$ cat config.mk
export PLATFORM = sky130hd
export DESIGN_NAME = rv32i_mem_wb
export DESIGN_NICKNAME = d
export VERILOG_FILES = /design/src/rtl/rv32i_mem_pkg.sv /design/src/rtl/rv32i_load_align.sv /design/src/rtl/rv32i_mem_wb.sv
export SDC_FILE = /design/constraint.sdc
export NUM_CORES = 1
export LEC_CHECK = 0
export ABC_AREA = 1
export BUFFER_PORTS_ARGS = -buffer_cell sky130_fd_sc_hd__buf_2
export CAP_MARGIN = 10
export CORE_AREA = 4 4 136 138
export DETAILED_ROUTE_END_ITERATION = 6
export DIE_AREA = 0 0 140 142
export GPL_TIMING_DRIVEN = 0
export SYNTH_ARGS = -nofsm -noshare
export SYNTH_HDL_FRONTEND = slang
export SYNTH_SLANG_ARGS = --single-unit
$ cat constraint.sdc
create_clock -name Clk -period 1.6 [get_ports Clk]
set_input_delay 0 -clock Clk [delete_from_list [all_inputs] [get_ports Clk]]
set_output_delay 0 -clock Clk [all_outputs]
set_load 0.01 [all_outputs]
$ cat src/rtl/rv32i_mem_pkg.sv
// Shared types for the RV32I MEM/WB stage: load/store funct3 encodings,
// transaction FSM states, the MEM pipeline register and the access legality check.
package rv32i_mem_pkg;

    localparam int MEM_OP_W = 3;

    typedef enum logic [MEM_OP_W-1:0] {
        OP_B  = 3'b000,
        OP_H  = 3'b001,
        OP_W  = 3'b010,
        OP_BU = 3'b100,
        OP_HU = 3'b101
    } mem_op_e;

    typedef enum logic [1:0] {
        ST_IDLE = 2'd0,
        ST_REQ  = 2'd1,
        ST_RESP = 2'd2
    } mem_state_e;

    typedef struct packed {
        logic                rd_en;
        logic                wr_en;
        logic [MEM_OP_W-1:0] op;
        logic                mem_to_reg;
        logic [31:0]         alu_result;
        logic [31:0]         rs2_data;
        logic [4:0]          rd_addr;
        logic                rf_wr_en;
    } mem_reg_t;

    // True when funct3 is a defined width and the address is naturally aligned for it.
    function automatic logic access_legal(input logic [MEM_OP_W-1:0] op,
                                          input logic [1:0]          addr_lo);
        logic ok;
        ok = 1'b0;
        case (op)
            OP_B, OP_BU: ok = 1'b1;
            OP_H, OP_HU: ok = ~addr_lo[0];
            OP_W:        ok = (addr_lo == 2'b00);
            default:     ok = 1'b0;
        endcase
        return ok;
    endfunction

endpackage

$ cat src/rtl/rv32i_load_align.sv
// Extracts the addressed byte/half/word from a load word and sign- or
// zero-extends it according to funct3.
module rv32i_load_align
    import rv32i_mem_pkg::*;
(
    input  logic [31:0]         rdata,
    input  logic [1:0]          addr_lo,
    input  logic [MEM_OP_W-1:0] op,
    output logic [31:0]         data
);

    logic [7:0]  byte_sel;
    logic [15:0] half_sel;

    always_comb begin
        case (addr_lo)
            2'd0:    byte_sel = rdata[7:0];
            2'd1:    byte_sel = rdata[15:8];
            2'd2:    byte_sel = rdata[23:16];
            default: byte_sel = rdata[31:24];
        endcase
        half_sel = addr_lo[1] ? rdata[31:16] : rdata[15:0];

        case (op)
            OP_B:    data = {{24{byte_sel[7]}}, byte_sel};
            OP_H:    data = {{16{half_sel[15]}}, half_sel};
            OP_BU:   data = {24'd0, byte_sel};
            OP_HU:   data = {16'd0, half_sel};
            default: data = rdata;
        endcase
    end

endmodule

$ cat src/rtl/rv32i_mem_wb.sv
// MEM and WB stages of the RV32I pipeline: one valid/ready data-memory
// transaction per load/store, forwarding taps, stall and write-back register.
module rv32i_mem_wb
    import rv32i_mem_pkg::*;
#(
    parameter int unsigned MEM_TIMEOUT = 64
) (
    input  logic                Clk,
    input  logic                Reset,

    input  logic                EX_Mem_rd_en,
    input  logic                EX_Mem_wr_en,
    input  logic [MEM_OP_W-1:0] EX_Mem_op,
    input  logic                EX_MemToReg,
    input  logic [31:0]         EX_ALU_result,
    input  logic [31:0]         EX_Rs2_data,
    input  logic [4:0]          EX_Rd_addr,
    input  logic                EX_RegFile_wr_en,

    output logic                DMem_req_valid,
    input  logic                DMem_req_ready,
    output logic [31:0]         DMem_addr,
    output logic                DMem_we,
    output logic [3:0]          DMem_be,
    output logic [31:0]         DMem_wdata,
    input  logic                DMem_rsp_valid,
    input  logic [31:0]         DMem_rdata,

    output logic                MEM_Stall,
    output logic [4:0]          MEM_Rd_addr,
    output logic                MEM_RegFile_wr_en,
    output logic [31:0]         MEM_Rd_data,

    output logic [4:0]          WB_Rd_addr,
    output logic                WB_RegFile_wr_en,
    output logic [31:0]         WB_Rd_data,

    output logic                MEM_Misaligned,
    output logic                MEM_Bus_err
);

    localparam int unsigned CNT_W = $clog2(MEM_TIMEOUT + 1);

    mem_state_e       state_q, state_d;
    mem_reg_t         mem_q;
    logic [CNT_W-1:0] cnt_q;
    logic             bus_err_q;
    logic [4:0]       wb_rd_addr_q;
    logic             wb_wr_en_q;
    logic [31:0]      wb_data_q;

    logic             mem_access, misaligned;
    logic             in_req, in_resp;
    logic             req_done, rsp_done, timeout;
    logic             stall, fwd_wr_en;
    logic [31:0]      load_data;
    logic [3:0]       be_lane;
    logic [31:0]      wdata_lane;

    rv32i_load_align u_load_align (
        .rdata   (DMem_rdata),
        .addr_lo (mem_q.alu_result[1:0]),
        .op      (mem_q.op),
        .data    (load_data)
    );

    always_comb begin
        mem_access = mem_q.rd_en | mem_q.wr_en;
        misaligned = mem_access & ~access_legal(mem_q.op, mem_q.alu_result[1:0]);
        in_req     = (state_q == ST_REQ);
        in_resp    = (state_q == ST_RESP);
        req_done   = in_req & DMem_req_ready & mem_q.wr_en;
        rsp_done   = in_resp & DMem_rsp_valid;
        // A completion in the final allowed cycle beats the timeout.
        timeout    = (in_req | in_resp) & (cnt_q == CNT_W'(MEM_TIMEOUT - 1))
                     & ~req_done & ~rsp_done;
        stall      = ((in_req & ~(DMem_req_ready & mem_q.wr_en)) |
                      (in_resp & ~DMem_rsp_valid)) & ~timeout;
        fwd_wr_en  = mem_q.rf_wr_en & (mem_q.rd_addr != 5'd0) & ~misaligned & ~timeout;
    end

    // The next state follows the newly captured instruction whenever MEM advances.
    always_comb begin
        state_d = state_q;
        if (!stall) begin
            if ((EX_Mem_rd_en | EX_Mem_wr_en) && access_legal(EX_Mem_op, EX_ALU_result[1:0]))
                state_d = ST_REQ;
            else
                state_d = ST_IDLE;
        end else if (in_req && DMem_req_ready) begin
            state_d = ST_RESP;
        end
    end

    always_comb begin
        case (mem_q.op[1:0])
            2'b00: begin
                wdata_lane = {4{mem_q.rs2_data[7:0]}};
                be_lane    = 4'b0001 << mem_q.alu_result[1:0];
            end
            2'b01: begin
                wdata_lane = {2{mem_q.rs2_data[15:0]}};
                be_lane    = 4'b0011 << {mem_q.alu_result[1], 1'b0};
            end
            default: begin
                wdata_lane = mem_q.rs2_data;
                be_lane    = 4'b1111;
            end
        endcase

        DMem_req_valid = in_req;
        DMem_addr      = in_req ? {mem_q.alu_result[31:2], 2'b00} : '0;
        DMem_we        = in_req & mem_q.wr_en;
        DMem_be        = in_req ? be_lane : '0;
        DMem_wdata     = in_req ? wdata_lane : '0;
    end

    always_ff @(posedge Clk) begin
        if (Reset) begin
            state_q      <= ST_IDLE;
            mem_q        <= '0;
            cnt_q        <= '0;
            bus_err_q    <= 1'b0;
            wb_rd_addr_q <= '0;
            wb_wr_en_q   <= 1'b0;
            wb_data_q    <= '0;
        end else begin
            state_q   <= state_d;
            bus_err_q <= timeout;
            if (!stall) begin
                mem_q <= '{rd_en:      EX_Mem_rd_en,
                           wr_en:      EX_Mem_wr_en,
                           op:         EX_Mem_op,
                           mem_to_reg: EX_MemToReg,
                           alu_result: EX_ALU_result,
                           rs2_data:   EX_Rs2_data,
                           rd_addr:    EX_Rd_addr,
                           rf_wr_en:   EX_RegFile_wr_en};
                cnt_q        <= '0;
                wb_rd_addr_q <= mem_q.rd_addr;
                wb_wr_en_q   <= fwd_wr_en;
                wb_data_q    <= mem_q.mem_to_reg ? load_data : mem_q.alu_result;
            end else begin
                cnt_q        <= cnt_q + 1'b1;
                wb_rd_addr_q <= '0;
                wb_wr_en_q   <= 1'b0;
                wb_data_q    <= '0;
            end
        end
    end

    assign MEM_Stall         = stall;
    assign MEM_Rd_addr       = mem_q.rd_addr;
    assign MEM_RegFile_wr_en = fwd_wr_en;
    assign MEM_Rd_data       = mem_q.alu_result;
    assign WB_Rd_addr        = wb_rd_addr_q;
    assign WB_RegFile_wr_en  = wb_wr_en_q;
    assign WB_Rd_data        = wb_data_q;
    assign MEM_Misaligned    = misaligned;
    assign MEM_Bus_err       = bus_err_q;

endmodule

# Yosys cells after proc, flatten, opt, wreduce, memory -nomap -nowiden
# Cells that the tools add are included.
# word_totals
register_bits	124
latchBits	0
ramBits	0
mem_bits_ro	0
in_bits	112
elab_cells	90
memories	0
# classes
addsub	1
n_mul	0
div_mod_pow	0
n_lt_le_gt_ge	0
eq_ne	15
shifts	2
n_mux	15
n_bitwise	29
n_reduce_logical	14
# ops
cell	n
32-bit case mux with 4 select lines	1
32-bit two-way mux	3
32-bit case mux with 2 select lines	1
8-bit case mux with 3 select lines	1
16-bit two-way mux	1
1-bit AND	15
3-bit == test, second input constant	4
2-bit OR reduction	6
1-bit NOT	10
4-bit case mux with 2 select lines	1
7-bit by 1-bit adder with 7-bit output, second input constant	1
7-bit by 6-bit == test with 1-bit output, second input constant	1
2-bit by 1-bit == test with 1-bit output, second input constant	3
3-bit by 1-bit == test with 1-bit output, second input constant	2
3-bit by 2-bit == test with 1-bit output, second input constant	2
2-bit logical NOT	3
3-bit logical NOT	2
1-bit case mux with 3 select lines	2
5-bit nonzero test	1
2-bit == test, second input constant	2
2-bit two-way mux	2
4-bit two-way mux	1
1-bit bitwise OR	4
1-bit by 2-bit << shifter with 4-bit output, first input constant	1
other kinds (4)	6

# Logic depth before layout (Yosys ltp)
# Gate-level depths: netlist of the first run.
# depth
word_depth	12
depth_mapped	10

# Modules after synthesis
# Synthesis of the first run repeated with hierarchy kept, for this count alone.
# unflattened
hier_cells	923
hier_area_um2	6591.3
# modules_own_cells
mod	n_inst	cells_each	area_per_inst_um2	seq_area_each_um2
rv32i_mem_wb	1	760	5733.0	2482.4
rv32i_load_align	1	163	858.3	0.0

# Worst setup path before layout of the first run
# No wires, ideal clock.
# synth_path
kind	register -> register
start	register state_q[0]
end	register mem_q[70] (netlist bit)
setup_time_ps	128
arrival_ps	1427
t_required_ps	1472
slack_ps	45
path_stages_with_launch	10
n_path_buf	1
path_cell_list	dfxtp_1 > inv_1 > ha_1 > a21oi_1 > nand3_2 > nand2_4 > inv_2 > nand2_2 > buf_2 > o21ai_1
# synth_via
elab_chain_cells	8
# synth_lines
item	line	rtl
from (decl)	rv32i_mem_wb.sv:44	mem_state_e state_q, state_d;
from (signal assigned)	rv32i_mem_wb.sv:128	state_q <= state_d;
2-bit by 1-bit == test with 1-bit output	rv32i_mem_wb.sv:70	in_req = (state_q == ST_REQ);
1-bit AND (2 in series)	rv32i_mem_wb.sv:72	req_done = in_req & DMem_req_ready & mem_q.wr_en;
1-bit NOT	rv32i_mem_wb.sv:76	& ~req_done & ~rsp_done;
1-bit AND (2 in series)	rv32i_mem_wb.sv:76	
1-bit NOT	rv32i_mem_wb.sv:78	(in_resp & ~DMem_rsp_valid)) & ~timeout;
1-bit AND (*)	rv32i_mem_wb.sv:78	
net MEM_Stall	rv32i_mem_wb.sv:29	output logic MEM_Stall,
to (signal assigned)	rv32i_mem_wb.sv:131	mem_q <= '{rd_en: EX_Mem_rd_en,
to (decl)	rv32i_mem_wb.sv:45	mem_reg_t mem_q;
# The timed path passes the listed nets; every way through them passes the cells marked *.
# A chain may end at the register's enable or synchronous reset.

# Worst setup path after layout of the first run
# layout_path
start	register state_q[0]
end	register mem_q, in the netlist MEM_Rd_data[21]
# layout_via
elab_chain_cells	8
# layout_lines
item	line
2-bit by 1-bit == test with 1-bit output	rv32i_mem_wb.sv:70
1-bit AND (2 in series)	rv32i_mem_wb.sv:72
1-bit NOT	rv32i_mem_wb.sv:76
1-bit AND (2 in series)	rv32i_mem_wb.sv:76
1-bit NOT	rv32i_mem_wb.sv:78
1-bit AND (*)	rv32i_mem_wb.sv:78
# Mark *: on every way between the ends. The rest lies on a longest branch, timed or not.

==> results of run 1 <==
==> cell families after synthesis <==
logic type | Yosys count | synth area share
other cells | 1 | 0.0006148
simple gates | 481 | 0.3319
fa+ha+maj | 3 | 0.006155
flops | 124 | 0.4070
xor+xnor | 3 | 0.004308
buf+inv | 194 | 0.1534
compound gates | 106 | 0.09661
==> through the flow <==
step	hold WS [ps]	cell area (sq um)	TNS, ps
floorplan	69.07	6103	0
global placement	225.6	7676	-49330
detailed placement	227.7	7676	-55310
CTS	32.26	9763	-6485
global route	81.07	10560	-14410
finish	61.02	10560	-3116
==> sequential cells by signal, summed over array words and instances (netlist names), 2 cells and up <==
signal       flops
state_q          2
WB_Rd_addr       5
cnt_q            7
mem_q           39
MEM_Rd_data     32
WB_Rd_data      32
MEM_Rd_addr      5
==> where the power goes <==
part | internal [W] | leakage [nW] | switching, W
Sequential | 0.00331 | 1.03 | 0.000186
Combinational | 0.00103 | 4.44 | 0.00110
Clock | 0.00254 | 0.292 | 0.00148
Total | 0.00688 | 5.76 | 0.00277
==> worst paths after layout <==
check | startpoint | to
setup reg to reg | state_q[0] | MEM_Rd_data[21]
setup / recovery | state_q[0] | MEM_Rd_data[21]
hold reg to reg | mem_q[31] | mem_q[31]
hold / removal | DMem_rdata[5] | WB_Rd_data[5]
==> synth_stat cells (4+ instances only) <==
cell type  count  area [sq um]
a21oi_1       38         190.2
nor3_1         4         20.02
o21ai_0       30         150.1
buf_2         25         125.1
inv_2          5         18.77
buf_4         41         307.8
nand3_1      118         590.6
dfxtp_1      124          2482
nor2_1       105         394.1
o211ai_1      11         82.58
o21ai_1        9         45.04
nand2_1      238         893.4
or2_2          4         25.02
o22ai_1        8         50.05
clkbuf_1      22         82.58
inv_1         93         349.1
a31oi_1        8         50.05
==> routing by layer <==
metal	track usage	share of wire	vias to the layer above
met2	0.3905	0.48	287
met4	0.08975	0.025	0
li1	-	-	3707
met3	0.05578	0.065	50
met1	0.2983	0.43	3394
met5	0	0	-
==> final cells by class <==
| type | count | area share |
|---|---|---|
| clock buffer | 19 | 0.04290 |
| inverter | 100 | 0.03792 |
| antenna | 2 | 0.0004740 |
| tap | 225 | 0.02667 |
| clock inverter | 13 | 0.01564 |
| multi-input combinational | 595 | 0.2857 |
| sequential | 124 | 0.2361 |
| buffer | 94 | 0.07751 |
| timing repair buffer | 399 | 0.2771 |
==> critical path, delay by kind of cell (launching register included) <==
| kind | cells | cell delay, ps |
|---|---|---|
| fa+ha+maj | 1 | 190 |
| buf+inv | 4 | 520 |
| flops | 1 | 330 |
| simple gates | 5 | 540 |
==> repair_timing <==
item | 4_1_cts | 5_1_grt
hold buffers | 110 | 0
resized for setup | 88 | 146
cloned | 1 | 8
buffers inserted | 8 | 14
hold endpoints to repair | 110 | 0
pin swaps | 14 | 18
setup endpoints to repair | 193 | 192
==> results.toml, run 1 <==
[critical_path]
worstRegToRegCells = 10
cp-end-kind = "flop"
crit_chain = "buf_6, ha_4, nand3_2, nand3_4, nand2_8, buf_12, buf_12, buf_6, nand3_1, nand2_1"
critPathLaunchType = "flop"
critPathSlowestCell = "dfxtp_2"
path_class = "flop to flop"
crit_arrival_ps = 2010
r2r_setup_slack_ps = -100
cp_max_fo = 10
crit_required_ps = 1910
slowest_delay_ps = 330

[timing]
fmax_ghz = 0.5872
skew_ps = 8.787
worstMarginPinSlew_ps = 651.1
setup_viol = 79
finalCriticalPeriod_ps = 1703
min_period_over_period = 1.064
fin_ws_ps = -103.1
relSlewSlack = 0.5659
slew_viol_final = 0
grt_setup_unrepaired = "yes"
hold_viol = 0

[cells_and_area]
areaGrowthSynthToFinish_pct = 73.09
finalNonFillerCells = 1571
seq_area_sq_mm = 0.002492
final_util = 0.6147
layout.cells.most_common = "buf_2"
multi_input_area_sq_mm = 0.003017
final_nets = 1446
drive_above_1_share = 0.3653
fillers = 1525
final_cell_mix = "244 x buf_2, 211 x nand2_1, 118 x dfxtp_1"

[clock_tree]
cts.sinks = 124
cts_buffers = 17
clock-root-buffer = "clkbuf_16"
h-tree-depth = 4
clkSlewWorstSetupHoldPaths_ps = 60
clock_path_buffers = 2
clock_latency_ps = 430
cts_tree = "built"

[pwr]
power_density_mw_per_mm2 = 914.0
p_leak_nw = 5.762
peakVddDrop_mv = 0.7870
finalPower_w = 0.009650

[logic_synthesis]
ys_seq_area_frac = 0.4070
syn_inst = 912
syn_area_sq_mm = 0.006100
synth.distinct_cells = 31
async_reset_ff_frac = 0
synth_edf_count = 0
syn_area_per_cell_sq_um = 6.688
yosysWarningCount = 0
ys_ff_latch = 124
synth_ff_type = "dfxtp_1"

[global_route]
grt_max_degree = 17
grt_pass1_vias = 7047
grt_overflow_total = 0
grt.total_usage = 0.2351
grt_pass1_wl_um = 36960
antenna_found_initial = 1

[run_status]
violations = "negative setup slack"
run_status = "complete, but fails checks"

[place]
dpl.cell_count = 1396
dp_hpwl_um = 17150
place_worst_setup_slack_ps = -503.2
gp_congestion = 0.9149
port-buffer-count = 258

[floorplanning]
die_y_um = 142
io_pins = 261
num_rows = 48
start_util = 0.3551
core_sq_mm = 0.01718
fp.dieW_um = 140
dieArea_sq_mm = 0.01988

[run]
cap_violations = 0

[drt]
vias = 7438
drtIter0Drc = 396
drt_wl_total_um = 25250
drtAntennaViolNets = 0
wl_per_cell_um = 16.07
vias_per_cell = 4.735
drcViolationCount = 0
first_pass_iters = 5

[min_path]
holdPathStages = 5
hp-class = "primary input to flop"
Power figures use the tool's default switching activity.
==> run 2: changes to the inputs <==
HOLD_SLACK_MARGIN = 0.08   (was unset)
==> results.toml, run 2 (synthesis results as in run 1) <==
[run_status]
run_status = "complete, but fails checks"
violations = "negative setup slack"

[timing]
worstMarginPinSlew_ps = 635.4
setup_viol = 80
skew_ps = 8.630
tns_ps = -3084
min_period_over_period = 1.067
slew_viol_final = 0
relSlewSlack = 0.5764
fmax_ghz = 0.5857
fin_ws_ps = -107.4
hold_viol = 0
grt_setup_unrepaired = "yes"
finalCriticalPeriod_ps = 1707

[cells_and_area]
fillers = 1522
multi_input_area_sq_mm = 0.003017
drive_above_1_share = 0.3651
final_nets = 1447
areaGrowthSynthToFinish_pct = 73.25
layout.cells.most_common = "buf_2"
largest_register = "mem_q"
final_util = 0.6152
seq_area_sq_mm = 0.002492
final_cell_mix = "244 x buf_2, 211 x nand2_1, 118 x dfxtp_1"
largest_reg_flops = 39

[min_path]
hp-class = "primary input to flop"
worstHoldEndpoint = "MEM_Rd_addr[0]"
holdPathStages = 4
hp-start = "Reset"

[critical_path]
cp_max_fo = 7
critPathSlowestCell = "dfxtp_2"
cp_num_buf_inv = 6
slowest_delay_ps = 320
r2r_start = "state_q[0]"
crit_required_ps = 1600
crit_chain = "buf_6, ha_4, buf_12, buf_12, clkbuf_16, nand2_2, inv_1, buf_2"
worstRegToRegCells = 10
crit_top_cell = "buf_12"
critPathLaunchType = "flop"
rr_endpoint = "MEM_Rd_data[21]"
cp-end-kind = "output pin"
crit_arrival_ps = 1710
cp_top_family = "buffers and inverters"
r2r_setup_slack_ps = -100
path_class = "flop to output pin"

[place]
port-buffer-count = 258
dp_hpwl_um = 17150
place_worst_setup_slack_ps = -503.2
gp_congestion = 0.9149

[pwr]
peakVddDrop_mv = 0.7875
power_density_mw_per_mm2 = 913.2
p_leak_nw = 5.766

[floorplanning]
fp.dieW_um = 140
core_sq_mm = 0.01718
start_util = 0.3551
num_rows = 48
dieArea_sq_mm = 0.01988
die_y_um = 142
io_pins = 261

[drt]
drtAntennaViolNets = 0
wl_per_cell_um = 16.06
wl_met1_um = 10670
vias = 7447
drcViolationCount = 0
dr_wl_met3_um = 1792
drtIter0Drc = 362
vias_per_cell = 4.737
first_pass_iters = 5
drt_wl_total_um = 25250
route.met2.wl_um = 12250
top_layer_used = "met4"

[global_route]
grt_overflow_total = 0
grt_pass1_wl_um = 37000
grt_max_degree = 17
grt_pass1_vias = 7034
antenna_found_initial = 0
grt.total_usage = 0.2352

[clock_tree]
clkSlewWorstSetupHoldPaths_ps = 60
h-tree-depth = 4
cts_buffers = 17
clock_latency_ps = 430
cts.sinks = 124
cts_tree = "built"
clock-root-buffer = "clkbuf_16"
clock_path_buffers = 2

[run]
cap_violations = 0
==> run 2: changes by cell type in the layout (fill, tap and decap cells not counted), sizes merged <==
cell and change:
dlygate4sd3 +1
==> run 2: how the worst max path moves through the flow <==
stage,end,slack (ps),from,cells after the start
6_report,DMem_addr[20],-110,state_q[0],8
5_1_grt,MEM_Rd_data[21],-180,state_q[0],10
4_1_cts,MEM_Rd_data[22],-100,state_q[0],10
3_5_place_dp,mem_q[72],-500,state_q[1],9
3_3_place_gp,MEM_Rd_data[0],-480,state_q[1],9
2_1_floorplan,mem_q[70],50,state_q[0],9
==> run 2: where the power goes <==
part	switching [W]	total [W]	internal, W	leakage (nW)
Combinational	0.00111	0.00214	0.00104	4.45
Clock	0.00147	0.00401	0.00254	0.292
Sequential	0.000186	0.00350	0.00331	1.03
Total	0.00276	0.00965	0.00689	5.77
==> run 2: repair_timing <==
item                                    CTS  global route
hold buffers                            111             0
setup buffers                             8            14
endpoints found under the hold margin   112             0
endpoints found under the setup margin  193           192
gates cloned                              1             8
gates resized for setup                  88           146
pin swaps                                14            17
==> run 2: metal layers <==
layer  vias up  GRT usage
li1       3712          -
met1      3386     0.2989
met2       305     0.3917
met3        44    0.05578
met4         0    0.08669
met5         -          0
==> run 2: worst min-delay path, stage by stage <==
cell and delay (ps):
buf_2 140, inv_2 140, nand2_2 150, o21ai_1 70
==> run 2: area by class of cell <==
| cell class | count | share of cell area |
|---|---|---|
| Clock buffer | 19 | 0.04286 |
| Antenna cell | 2 | 0.0004736 |
| Timing Repair Buffer | 400 | 0.2778 |
| Multi-Input combinational cell | 595 | 0.2855 |
| Sequential cell | 124 | 0.2359 |
| Tap cell | 225 | 0.02664 |
| Inverter | 100 | 0.03789 |
| Clock inverter | 13 | 0.01563 |
| Buffer | 94 | 0.07743 |
==> run 2: metrics by stage <==
step	hold WS (ps)	std cells	total power, W	instance area [sq um]
after floorplan	69.07	913	0.004419	6103
after CTS	103.6	1548	0.009446	9773
after global placement	225.6	1396	0.005077	7676
final	127.9	1572	0.009650	10570
after global routing	159.3	1570	0.01005	10560
after detailed placement	227.7	1396	0.005083	7676
